===== src/rtl/iter_alu.sv =====
`default_nettype none
// ============================================================================
// Module   : iter_alu
// Brief    : Registered EX-stage ALU with valid/ready handshake and iterative
//            signed/unsigned multiply and divide into HI/LO.
// Revision : 1.0  initial release
// ============================================================================
module iter_alu #(
  parameter int SIZE = 32
) (
  input  logic            clk,
  input  logic            rst_n,
  input  logic            in_valid,
  output logic            in_ready,
  input  logic [3:0]      OP,
  input  logic [SIZE-1:0] A,
  input  logic [SIZE-1:0] B,
  output logic            out_valid,
  input  logic            out_ready,
  output logic [SIZE-1:0] F,
  output logic [SIZE-1:0] HI,
  output logic [SIZE-1:0] LO,
  output logic            ZF,
  output logic            CF,
  output logic            OF,
  output logic            SF,
  output logic            PF,
  output logic            DZ
);

  localparam int SHW = $clog2(SIZE);
  localparam int M   = SIZE - 1;

  localparam logic [3:0] c_OP_AND  = 4'b0000;
  localparam logic [3:0] c_OP_OR   = 4'b0001;
  localparam logic [3:0] c_OP_XOR  = 4'b0010;
  localparam logic [3:0] c_OP_NOR  = 4'b0011;
  localparam logic [3:0] c_OP_ADD  = 4'b0100;
  localparam logic [3:0] c_OP_SUB  = 4'b0101;
  localparam logic [3:0] c_OP_SLT  = 4'b0110;
  localparam logic [3:0] c_OP_SLL  = 4'b0111;
  localparam logic [3:0] c_OP_SLTU = 4'b1000;
  localparam logic [3:0] c_OP_SRL  = 4'b1001;
  localparam logic [3:0] c_OP_SRA  = 4'b1010;

  localparam logic [SHW:0] c_CNT_END = (SHW+1)'(SIZE);

  typedef enum logic [1:0] {
    S_IDLE = 2'd0,
    S_EXEC = 2'd1,
    S_BUSY = 2'd2,
    S_DONE = 2'd3
  } state_t;

  state_t          r_state;
  logic [3:0]      r_op;
  logic [SIZE-1:0] r_a;
  logic [SIZE-1:0] r_b;
  logic [SIZE-1:0] r_m;
  logic [SIZE-1:0] r_wh;
  logic [SIZE-1:0] r_wl;
  logic [SHW:0]    r_cnt;
  logic [SIZE-1:0] r_f;
  logic [SIZE-1:0] r_hi;
  logic [SIZE-1:0] r_lo;
  logic            r_zf, r_cf, r_of, r_sf, r_pf, r_dz;
  logic            r_ovld;

  assign in_ready  = (r_state == S_IDLE);
  assign out_valid = r_ovld;
  assign F         = r_f;
  assign HI        = r_hi;
  assign LO        = r_lo;
  assign ZF        = r_zf;
  assign CF        = r_cf;
  assign OF        = r_of;
  assign SF        = r_sf;
  assign PF        = r_pf;
  assign DZ        = r_dz;

  // Magnitudes of the incoming operands, used to seed the iterative unit.
  logic [SIZE-1:0] w_am;
  logic [SIZE-1:0] w_bm;
  assign w_am = (OP[0] & A[M]) ? (~A + 1'b1) : A;
  assign w_bm = (OP[0] & B[M]) ? (~B + 1'b1) : B;

  logic [SHW-1:0] w_sh;
  logic [SIZE:0]  w_add;
  logic [SIZE:0]  w_sub;
  logic [SIZE:0]  w_sll;
  assign w_sh  = r_a[SHW-1:0];
  assign w_add = {1'b0, r_a} + {1'b0, r_b};
  assign w_sub = {1'b0, r_a} - {1'b0, r_b};
  // Bit SIZE of the widened shift is B[SIZE-shamt], i.e. the last bit out.
  assign w_sll = {1'b0, r_b} << w_sh;

  logic [SIZE-1:0] w_f;
  logic            w_cf;
  logic            w_of;
  logic            w_rsv;

  always_comb begin
    w_f   = '0;
    w_cf  = 1'b0;
    w_of  = 1'b0;
    w_rsv = 1'b0;
    case (r_op)
      c_OP_AND:  w_f = r_a & r_b;
      c_OP_OR:   w_f = r_a | r_b;
      c_OP_XOR:  w_f = r_a ^ r_b;
      c_OP_NOR:  w_f = ~(r_a | r_b);
      c_OP_ADD: begin
        w_f  = w_add[SIZE-1:0];
        w_cf = w_add[SIZE];
        w_of = (r_a[M] == r_b[M]) && (w_add[M] != r_a[M]);
      end
      c_OP_SUB: begin
        w_f  = w_sub[SIZE-1:0];
        w_cf = w_sub[SIZE];
        w_of = (r_a[M] != r_b[M]) && (w_sub[M] != r_a[M]);
      end
      c_OP_SLT:  w_f = {{(SIZE-1){1'b0}}, ($signed(r_a) < $signed(r_b))};
      c_OP_SLL: begin
        w_f  = w_sll[SIZE-1:0];
        w_cf = w_sll[SIZE];
      end
      c_OP_SLTU: w_f = {{(SIZE-1){1'b0}}, (r_a < r_b)};
      c_OP_SRL:  w_f = r_b >> w_sh;
      c_OP_SRA:  w_f = $unsigned($signed(r_b) >>> w_sh);
      default:   w_rsv = 1'b1;
    endcase
  end

  // One shift-add (multiply) or restoring-subtract (divide) step.
  logic [SIZE:0] w_madd;
  logic [SIZE:0] w_msum;
  logic [SIZE:0] w_rsh;
  logic [SIZE:0] w_rdif;
  assign w_madd = {1'b0, r_wh} + {1'b0, r_m};
  assign w_msum = r_wl[0] ? w_madd : {1'b0, r_wh};
  assign w_rsh  = {r_wh, r_wl[SIZE-1]};
  assign w_rdif = w_rsh - {1'b0, r_m};

  logic [2*SIZE-1:0] w_prod_n;
  logic              w_neg_q;
  logic              w_neg_r;
  logic              w_dz;
  logic [SIZE-1:0]   w_res_hi;
  logic [SIZE-1:0]   w_res_lo;
  assign w_prod_n = ~{r_wh, r_wl} + 1'b1;

  always_comb begin
    w_neg_q  = r_op[0] & (r_a[M] ^ r_b[M]);
    w_neg_r  = r_op[0] & r_a[M];
    w_dz     = r_op[1] & (r_b == '0);
    w_res_hi = r_wh;
    w_res_lo = r_wl;
    if (!r_op[1]) begin
      if (w_neg_q) begin
        w_res_hi = w_prod_n[2*SIZE-1:SIZE];
        w_res_lo = w_prod_n[SIZE-1:0];
      end
    end else if (w_dz) begin
      w_res_hi = r_a;
      w_res_lo = '1;
    end else begin
      if (w_neg_q) w_res_lo = ~r_wl + 1'b1;
      if (w_neg_r) w_res_hi = ~r_wh + 1'b1;
    end
  end

  always_ff @(posedge clk or negedge rst_n) begin
    if (!rst_n) begin
      r_state <= S_IDLE;
      r_op    <= '0;
      r_a     <= '0;
      r_b     <= '0;
      r_m     <= '0;
      r_wh    <= '0;
      r_wl    <= '0;
      r_cnt   <= '0;
      r_f     <= '0;
      r_hi    <= '0;
      r_lo    <= '0;
      r_zf    <= 1'b0;
      r_cf    <= 1'b0;
      r_of    <= 1'b0;
      r_sf    <= 1'b0;
      r_pf    <= 1'b0;
      r_dz    <= 1'b0;
      r_ovld  <= 1'b0;
    end else begin
      case (r_state)
        S_IDLE: begin
          if (in_valid) begin
            r_op <= OP;
            r_a  <= A;
            r_b  <= B;
            if (OP[3:2] == 2'b11) begin
              r_wh    <= '0;
              r_wl    <= w_am;
              r_m     <= w_bm;
              r_cnt   <= '0;
              r_state <= S_BUSY;
            end else begin
              r_state <= S_EXEC;
            end
          end
        end
        S_EXEC: begin
          r_f     <= w_f;
          r_zf    <= ~w_rsv & (w_f == '0);
          r_cf    <= w_cf;
          r_of    <= w_of;
          r_sf    <= w_f[M];
          r_pf    <= ^w_f;
          r_ovld  <= 1'b1;
          r_state <= S_DONE;
        end
        S_BUSY: begin
          if (r_cnt == c_CNT_END) begin
            r_hi    <= w_res_hi;
            r_lo    <= w_res_lo;
            r_f     <= w_res_lo;
            r_zf    <= (w_res_lo == '0);
            r_cf    <= 1'b0;
            r_of    <= 1'b0;
            r_sf    <= w_res_lo[M];
            r_pf    <= ^w_res_lo;
            r_dz    <= w_dz;
            r_ovld  <= 1'b1;
            r_state <= S_DONE;
          end else begin
            if (!r_op[1]) begin
              {r_wh, r_wl} <= {w_msum, r_wl[SIZE-1:1]};
            end else if (!w_rdif[SIZE]) begin
              r_wh <= w_rdif[SIZE-1:0];
              r_wl <= {r_wl[SIZE-2:0], 1'b1};
            end else begin
              r_wh <= w_rsh[SIZE-1:0];
              r_wl <= {r_wl[SIZE-2:0], 1'b0};
            end
            r_cnt <= r_cnt + 1'b1;
          end
        end
        S_DONE: begin
          if (out_ready) begin
            r_ovld  <= 1'b0;
            r_state <= S_IDLE;
          end
        end
        default: r_state <= S_IDLE;
      endcase
    end
  end

endmodule
`default_nettype wire


===== config.mk =====
export PLATFORM = sky130hd
export DESIGN_NAME = iter_alu
export DESIGN_NICKNAME = d
export VERILOG_FILES = /design/src/rtl/iter_alu.sv
export SDC_FILE = /design/constraint.sdc
export NUM_CORES = 2
export LEC_CHECK = 0
export BUFFER_PORTS_ARGS = -buffer_cell sky130_fd_sc_hd__buf_2
export CORE_UTILIZATION = 30
export DETAILED_ROUTE_END_ITERATION = 16
export HOLD_SLACK_MARGIN = 0.12
export MAX_ROUTING_LAYER = met4
export PLACE_DENSITY = 0.54
export REMOVE_ABC_BUFFERS = 1
export SYNTH_ARGS = -nofsm -noshare
export SYNTH_HDL_FRONTEND = slang
export SYNTH_SLANG_ARGS = --single-unit

===== constraint.sdc =====
create_clock -name clk -period 15.2 [get_ports clk]
set_input_delay 3.04 -clock clk [delete_from_list [all_inputs] [get_ports clk]]
set_output_delay 3.04 -clock clk [all_outputs]
set_load 0.05 [all_outputs]

==> impl_metrics.prom, run 1 <==
# TYPE chip_impl_metric gauge
chip_impl_metric{name="antenna_found_initial",unit=""} 6
chip_impl_metric{name="grt_use_total",unit=""} 0.257
chip_impl_metric{name="yosysWarningCount",unit=""} 0
chip_impl_metric{name="numPortBuffers",unit=""} 175
chip_impl_info{name="synthMostInstantiatedCell",value="nand2_1"} 1
chip_impl_metric{name="finalWeightedCongestion",unit=""} 1.03
chip_impl_info{name="lastStage",value="detailed routing (5_2_route)"} 1
chip_impl_info{name="synth_top_cells_by_count",value="nand2_1, o21ai_0, nor2_1"} 1
chip_impl_metric{name="vias_in_the_first_global_route",unit=""} 27500
chip_impl_metric{name="placed_area",unit="sq um"} 31200
chip_impl_metric{name="ioPinCount",unit=""} 176
chip_impl_metric{name="global_route_wire_length_before_repair",unit="mm"} 187
chip_impl_metric{name="initial_utilization",unit=""} 0.303
chip_impl_info{name="synth.area.top_cells",value="dfrtp_1, ha_1, o21ai_0, nand2_1, a21oi_1"} 1
chip_impl_info{name="status",value="stopped before the end"} 1
chip_impl_metric{name="grt_overflow",unit=""} 0
chip_impl_metric{name="netlist_instances",unit=""} 3765
chip_impl_metric{name="postSynthAreaPerCell",unit="sq um"} 7.77
chip_impl_metric{name="die_width",unit="microns"} 314
chip_impl_info{name="synth_flop_type",value="dfrtp_1"} 1
chip_impl_info{name="cts_root_buffer",value="clkbuf_16"} 1
chip_impl_metric{name="clock_sinks",unit=""} 274
chip_impl_metric{name="post_synth_instance_area",unit="sq um"} 29300
chip_impl_metric{name="postCtsResizedCells",unit=""} 0
chip_impl_metric{name="fp.dieH",unit="microns"} 314
chip_impl_info{name="tool.error",value="[ERROR DRT-0255] Maze Route cannot find path of net clk in worker of routeBox ( 289800 48300 ) ( 314365 96600 )."} 1
chip_impl_metric{name="synth-edff-count",unit=""} 0
chip_impl_metric{name="grt_max_degree",unit=""} 142
chip_impl_metric{name="detailed_place_hpwl",unit="mm"} 97.9
chip_impl_metric{name="ys_seq_elements",unit=""} 274
chip_impl_metric{name="numCtsBuffers",unit=""} 36
chip_impl_metric{name="cts_hold_repair.buffers",unit=""} 0
chip_impl_metric{name="area_share_of_the_largest_cell_type_after_synthesis",unit=""} 0.234
chip_impl_metric{name="ctsLongestPathBuffers",unit=""} 3
chip_impl_metric{name="cts.repair_timing.setup_buffer_count",unit=""} 0
chip_impl_metric{name="yosysUniqueCellTypes",unit=""} 89
chip_impl_info{name="yosysTopAreaCell",value="dfrtp_1"} 1
chip_impl_metric{name="synth-seq-area-share",unit=""} 0.234
chip_impl_metric{name="synth_async_sr_flop_share",unit=""} 1.00
chip_impl_metric{name="num_rows",unit=""} 114
chip_impl_metric{name="htreeDepth",unit=""} 2
-- through the flow --
stage	cells	setup WS [ns]
floorplan	3483	5.34
global placement	4994	9.28
detailed placement	4994	9.27
CTS	5060	9.56
global route	5064	9.16
-- per-layer routing --
| metal | GRT usage |
|---|---|
| met1 | 0.345 |
| met2 | 0.395 |
| met3 | 0.0310 |
| met4 | 0.0969 |
| met5 | - |
-- cell families after synthesis --
| kind of cell | Yosys count | share of synthesized area |
|---|---|---|
| muxes | 240 | 0.105 |
| DFF | 274 | 0.234 |
| adders and majority gates | 213 | 0.0921 |
| AOI/OAI and AO/OA | 1225 | 0.266 |
| buffers and inverters | 453 | 0.0604 |
| xor gates and xnor gates | 225 | 0.0673 |
| and+or+nand+nor | 1135 | 0.175 |
==> run 2, diff against run 1 <==
Settings changed: CORE_UTILIZATION 30 to 20, HOLD_SLACK_MARGIN 0.12 to default, MAX_ROUTING_LAYER met4 to default, PLACE_DENSITY 0.54 to default, PLACE_DENSITY_LB_ADDON from default to 0.15.
==> run 2 against run 1 <==
Effect of this change: the run now ends clean; global-route usage decreased by 6.1 points; synthesized cell count is the same; area after synthesis unchanged.
==> impl_metrics.prom, run 2 <==
# TYPE chip_impl_metric gauge
chip_impl_info{name="status",value="finished, final reports clean"} 1
chip_impl_info{name="layout_commonest_cell",value="nand2_1"} 1
chip_impl_metric{name="vias",unit=""} 29000
chip_impl_metric{name="worst-slew-pin-transition",unit="ns"} 1.20
chip_impl_metric{name="initial_utilization",unit=""} 0.201
chip_impl_metric{name="global_route_wire_length_before_repair",unit="mm"} 213
chip_impl_metric{name="cp_num_cells",unit=""} 20
chip_impl_metric{name="postSynthAreaPerCell",unit="sq um"} 7.77
chip_impl_metric{name="cts.repair_timing.setup_buffer_count",unit=""} 0
chip_impl_metric{name="yosysUniqueCellTypes",unit=""} 89
chip_impl_metric{name="floorplan.die_area",unit="sq um"} 148000
chip_impl_metric{name="cts_hold_repair.buffers",unit=""} 0
chip_impl_metric{name="detailedRoute.firstPassIterationCount",unit=""} 6
chip_impl_info{name="synth_flop_type",value="dfrtp_1"} 1
chip_impl_metric{name="worst_ep_required_time",unit="ns"} 15.65
chip_impl_metric{name="multi_input_area",unit="sq um"} 20700
chip_impl_metric{name="finalWeightedCongestion",unit=""} 0.934
chip_impl_metric{name="ioPinCount",unit=""} 176
chip_impl_metric{name="numCtsBuffers",unit=""} 40
chip_impl_info{name="path_common_cell",value="xnor2_1"} 1
chip_impl_info{name="cp_cell_sequence",value="inv_1 -> ha_1 -> inv_1 -> fa_1 -> nand2b_1 -> a221oi_2 -> o221ai_1 -> nor4_1 -> a211oi_2 -> o41ai_4 -> a21o_1 -> a2111oi_0 -> nor2_1 -> ha_1 -> xnor2_1 -> xnor2_1 -> xnor2_1 -> xnor2_1 -> a21oi_1 -> o21ai_0"} 1
chip_impl_metric{name="critical_path.n_buffers_inverters",unit=""} 2
chip_impl_info{name="slowest_stage",value="a2111oi_0"} 1
chip_impl_metric{name="worstPathArrival",unit="ns"} 6.44
chip_impl_metric{name="yosysWarningCount",unit=""} 0
chip_impl_metric{name="drc",unit=""} 0
chip_impl_metric{name="wl",unit="mm"} 149
chip_impl_metric{name="grt_max_degree",unit=""} 116
chip_impl_info{name="hold_path_startpoint",value="LO[20]$_DFFE_PN0P_"} 1
chip_impl_metric{name="placed_area",unit="sq um"} 32200
chip_impl_metric{name="stdcell_area",unit="sq um"} 33600
chip_impl_metric{name="die_width",unit="microns"} 385
chip_impl_metric{name="final_cell_count_no_fill",unit=""} 5738
chip_impl_metric{name="finalHoldViolations",unit=""} 0
chip_impl_info{name="worstReg2RegStart",value="r_a[0]$_DFFE_PN0P_"} 1
chip_impl_metric{name="routedWlPerCell",unit="microns"} 26.0
chip_impl_metric{name="final_core_utilization",unit=""} 0.231
chip_impl_metric{name="synth-seq-area-share",unit=""} 0.234
chip_impl_metric{name="synth-edff-count",unit=""} 0
chip_impl_info{name="synth.area.top_cells",value="dfrtp_1, ha_1, o21ai_0, nand2_1, a21oi_1"} 1
chip_impl_info{name="reg_to_reg_critical_path_endpoint",value="PF$_DFFE_PN0P_"} 1
chip_impl_metric{name="vias_per_cell",unit=""} 5.06
chip_impl_metric{name="htreeDepth",unit=""} 2
chip_impl_metric{name="clk_latency",unit="ns"} 0.61
chip_impl_metric{name="fp.dieH",unit="microns"} 385
chip_impl_metric{name="timing.critical_path.slowest_cell_delay",unit="ns"} 0.72
chip_impl_metric{name="synth_async_sr_flop_share",unit=""} 1.00
chip_impl_metric{name="reg2reg_setup_slack",unit="ns"} 9.21
chip_impl_metric{name="numPlacedInstances",unit=""} 5661
chip_impl_metric{name="slew-limit-headroom",unit=""} 0.190
chip_impl_metric{name="final.period_utilization",unit=""} 0.394
chip_impl_info{name="cts_root_buffer",value="clkbuf_16"} 1
chip_impl_info{name="worst_hold_path_type",value="flop to flop"} 1
chip_impl_metric{name="setup_tns",unit="ns"} 0
chip_impl_info{name="whs_endpoint",value="LO[20]$_DFFE_PN0P_"} 1
chip_impl_metric{name="detail-route-antenna-nets",unit=""} 0
chip_impl_info{name="synth_top_cells_by_count",value="nand2_1, o21ai_0, nor2_1"} 1
chip_impl_info{name="path_class",value="flop to flop"} 1
chip_impl_metric{name="reg2reg_depth",unit=""} 20
chip_impl_metric{name="finalClockSkew",unit="ns"} 0.0360
chip_impl_metric{name="drtIter0Drc",unit=""} 2511
chip_impl_metric{name="regArea",unit="sq um"} 6870
chip_impl_info{name="most-common-layout-cells",value="nand2_1, o21ai_0, nor2_1"} 1
chip_impl_metric{name="finalWorstPathRequiredPeriod",unit="ns"} 5.99
chip_impl_metric{name="worstPathMaxFanout",unit=""} 40
chip_impl_metric{name="design.final.nets",unit=""} 4071
chip_impl_info{name="grt_setup_unrepaired",value="no"} 1
chip_impl_metric{name="hold_depth",unit=""} 2
chip_impl_metric{name="ctsLongestPathBuffers",unit=""} 3
chip_impl_metric{name="pins_over_slew_limit",unit=""} 0
chip_impl_metric{name="fp.coreArea",unit="sq um"} 145000
chip_impl_metric{name="num_rows",unit=""} 140
chip_impl_metric{name="cts.clk_slew.worst_paths",unit="ns"} 0.06
chip_impl_metric{name="layout-drive-gt1-share",unit=""} 0.134
chip_impl_metric{name="ys_seq_elements",unit=""} 274
chip_impl_metric{name="vias_in_the_first_global_route",unit=""} 28300
chip_impl_info{name="worst_setup_path_end_kind",value="flop"} 1
chip_impl_metric{name="detailed_place_hpwl",unit="mm"} 116
chip_impl_metric{name="setup_violations",unit=""} 0
chip_impl_metric{name="clock_sinks",unit=""} 274
chip_impl_metric{name="grt_use_total",unit=""} 0.196
chip_impl_info{name="yosysTopAreaCell",value="dfrtp_1"} 1
chip_impl_info{name="crit_path_start_kind",value="flop"} 1
chip_impl_metric{name="syn_to_final_growth",unit="%"} 14.6
chip_impl_metric{name="area_share_of_the_largest_cell_type_after_synthesis",unit=""} 0.234
chip_impl_info{name="synthMostInstantiatedCell",value="nand2_1"} 1
chip_impl_metric{name="postCtsResizedCells",unit=""} 0
chip_impl_metric{name="antenna_found_initial",unit=""} 9
chip_impl_metric{name="max_freq",unit="MHz"} 167
chip_impl_metric{name="number_of_max_cap_violations",unit=""} 0
chip_impl_metric{name="fillCellCount",unit=""} 16200
chip_impl_metric{name="numPortBuffers",unit=""} 175
chip_impl_info{name="critPathTopFamily",value="compound AO/OA/AOI/OAI gates"} 1
chip_impl_metric{name="grt_overflow",unit=""} 0
chip_impl_info{name="tritoncts",value="done"} 1
chip_impl_metric{name="netlist_instances",unit=""} 3765
chip_impl_metric{name="post_synth_instance_area",unit="sq um"} 29300
run 2: cell counts after synthesis:
No cell type changed its count.
run 2: final cells by class:
| cell class | instances | share of cell area |
|---|---|---|
| antenna | 3 | 0.000224 |
| clock buffer | 58 | 0.0352 |
| clock inverter | 16 | 0.00589 |
| inverter | 171 | 0.0191 |
| multi-input combinational | 3038 | 0.617 |
| sequential | 274 | 0.205 |
| tap | 1917 | 0.0715 |
| timing repair buffer | 261 | 0.0460 |
run 2: worst max-delay path by stage:
stage / start / end / slack (ns)
floorplan: r_op[1]$_DFFE_PN0P_ / PF$_DFFE_PN0P_ / 5.34
CTS: r_a[0]$_DFFE_PN0P_ / PF$_DFFE_PN0P_ / 9.23
global route: r_a[0]$_DFFE_PN0P_ / PF$_DFFE_PN0P_ / 8.73
detailed placement: B[8] / r_m[29]$_DFFE_PN0P_ / 8.91
global placement: B[8] / r_m[29]$_DFFE_PN0P_ / 8.88
finish: r_a[0]$_DFFE_PN0P_ / PF$_DFFE_PN0P_ / 9.21
run 2: logic make-up (layout without fill, tap and decap cells):
kind of cell | after synthesis | count (layout) | synth area share
other cells | 0 | 3 | 0
buf+inv | 453 | 506 | 0.0604
compound gates | 1225 | 1225 | 0.266
simple gates | 1135 | 1135 | 0.175
fa+ha+maj | 213 | 213 | 0.0921
flops | 274 | 274 | 0.234
xor+xnor | 225 | 225 | 0.0673
mux | 240 | 240 | 0.105
run 2: through the flow:
stage | hold WS [ns] | worst slack, ns
after floorplan | 0.478 | 5.34
after global placement | 0.460 | 8.88
after detailed placement | 0.460 | 8.91
after CTS | 0.477 | 9.23
after global routing | 0.486 | 8.73
final | 0.469 | 9.21
run 2: tightest hold or removal path, cell delays in order, from the launching register on:
cell and delay, ns:
dfrtp_1 0.33, nand2_1 0.04, o21ai_0 0.06
run 2: metal layers:
| layer | GRT usage | vias to the layer above | part of all wire |
|---|---|---|---|
| li1 | - | 13700 | - |
| met1 | 0.274 | 14400 | 0.47 |
| met2 | 0.316 | 816 | 0.46 |
| met3 | 0.0194 | 146 | 0.044 |
| met4 | 0.0595 | 6 | 0.030 |
| met5 | 0 | - | 0.00028 |
Power of run 2 is not shown: default switching activity piles up to over one toggle a cycle in this logic, so the estimate is an artifact.
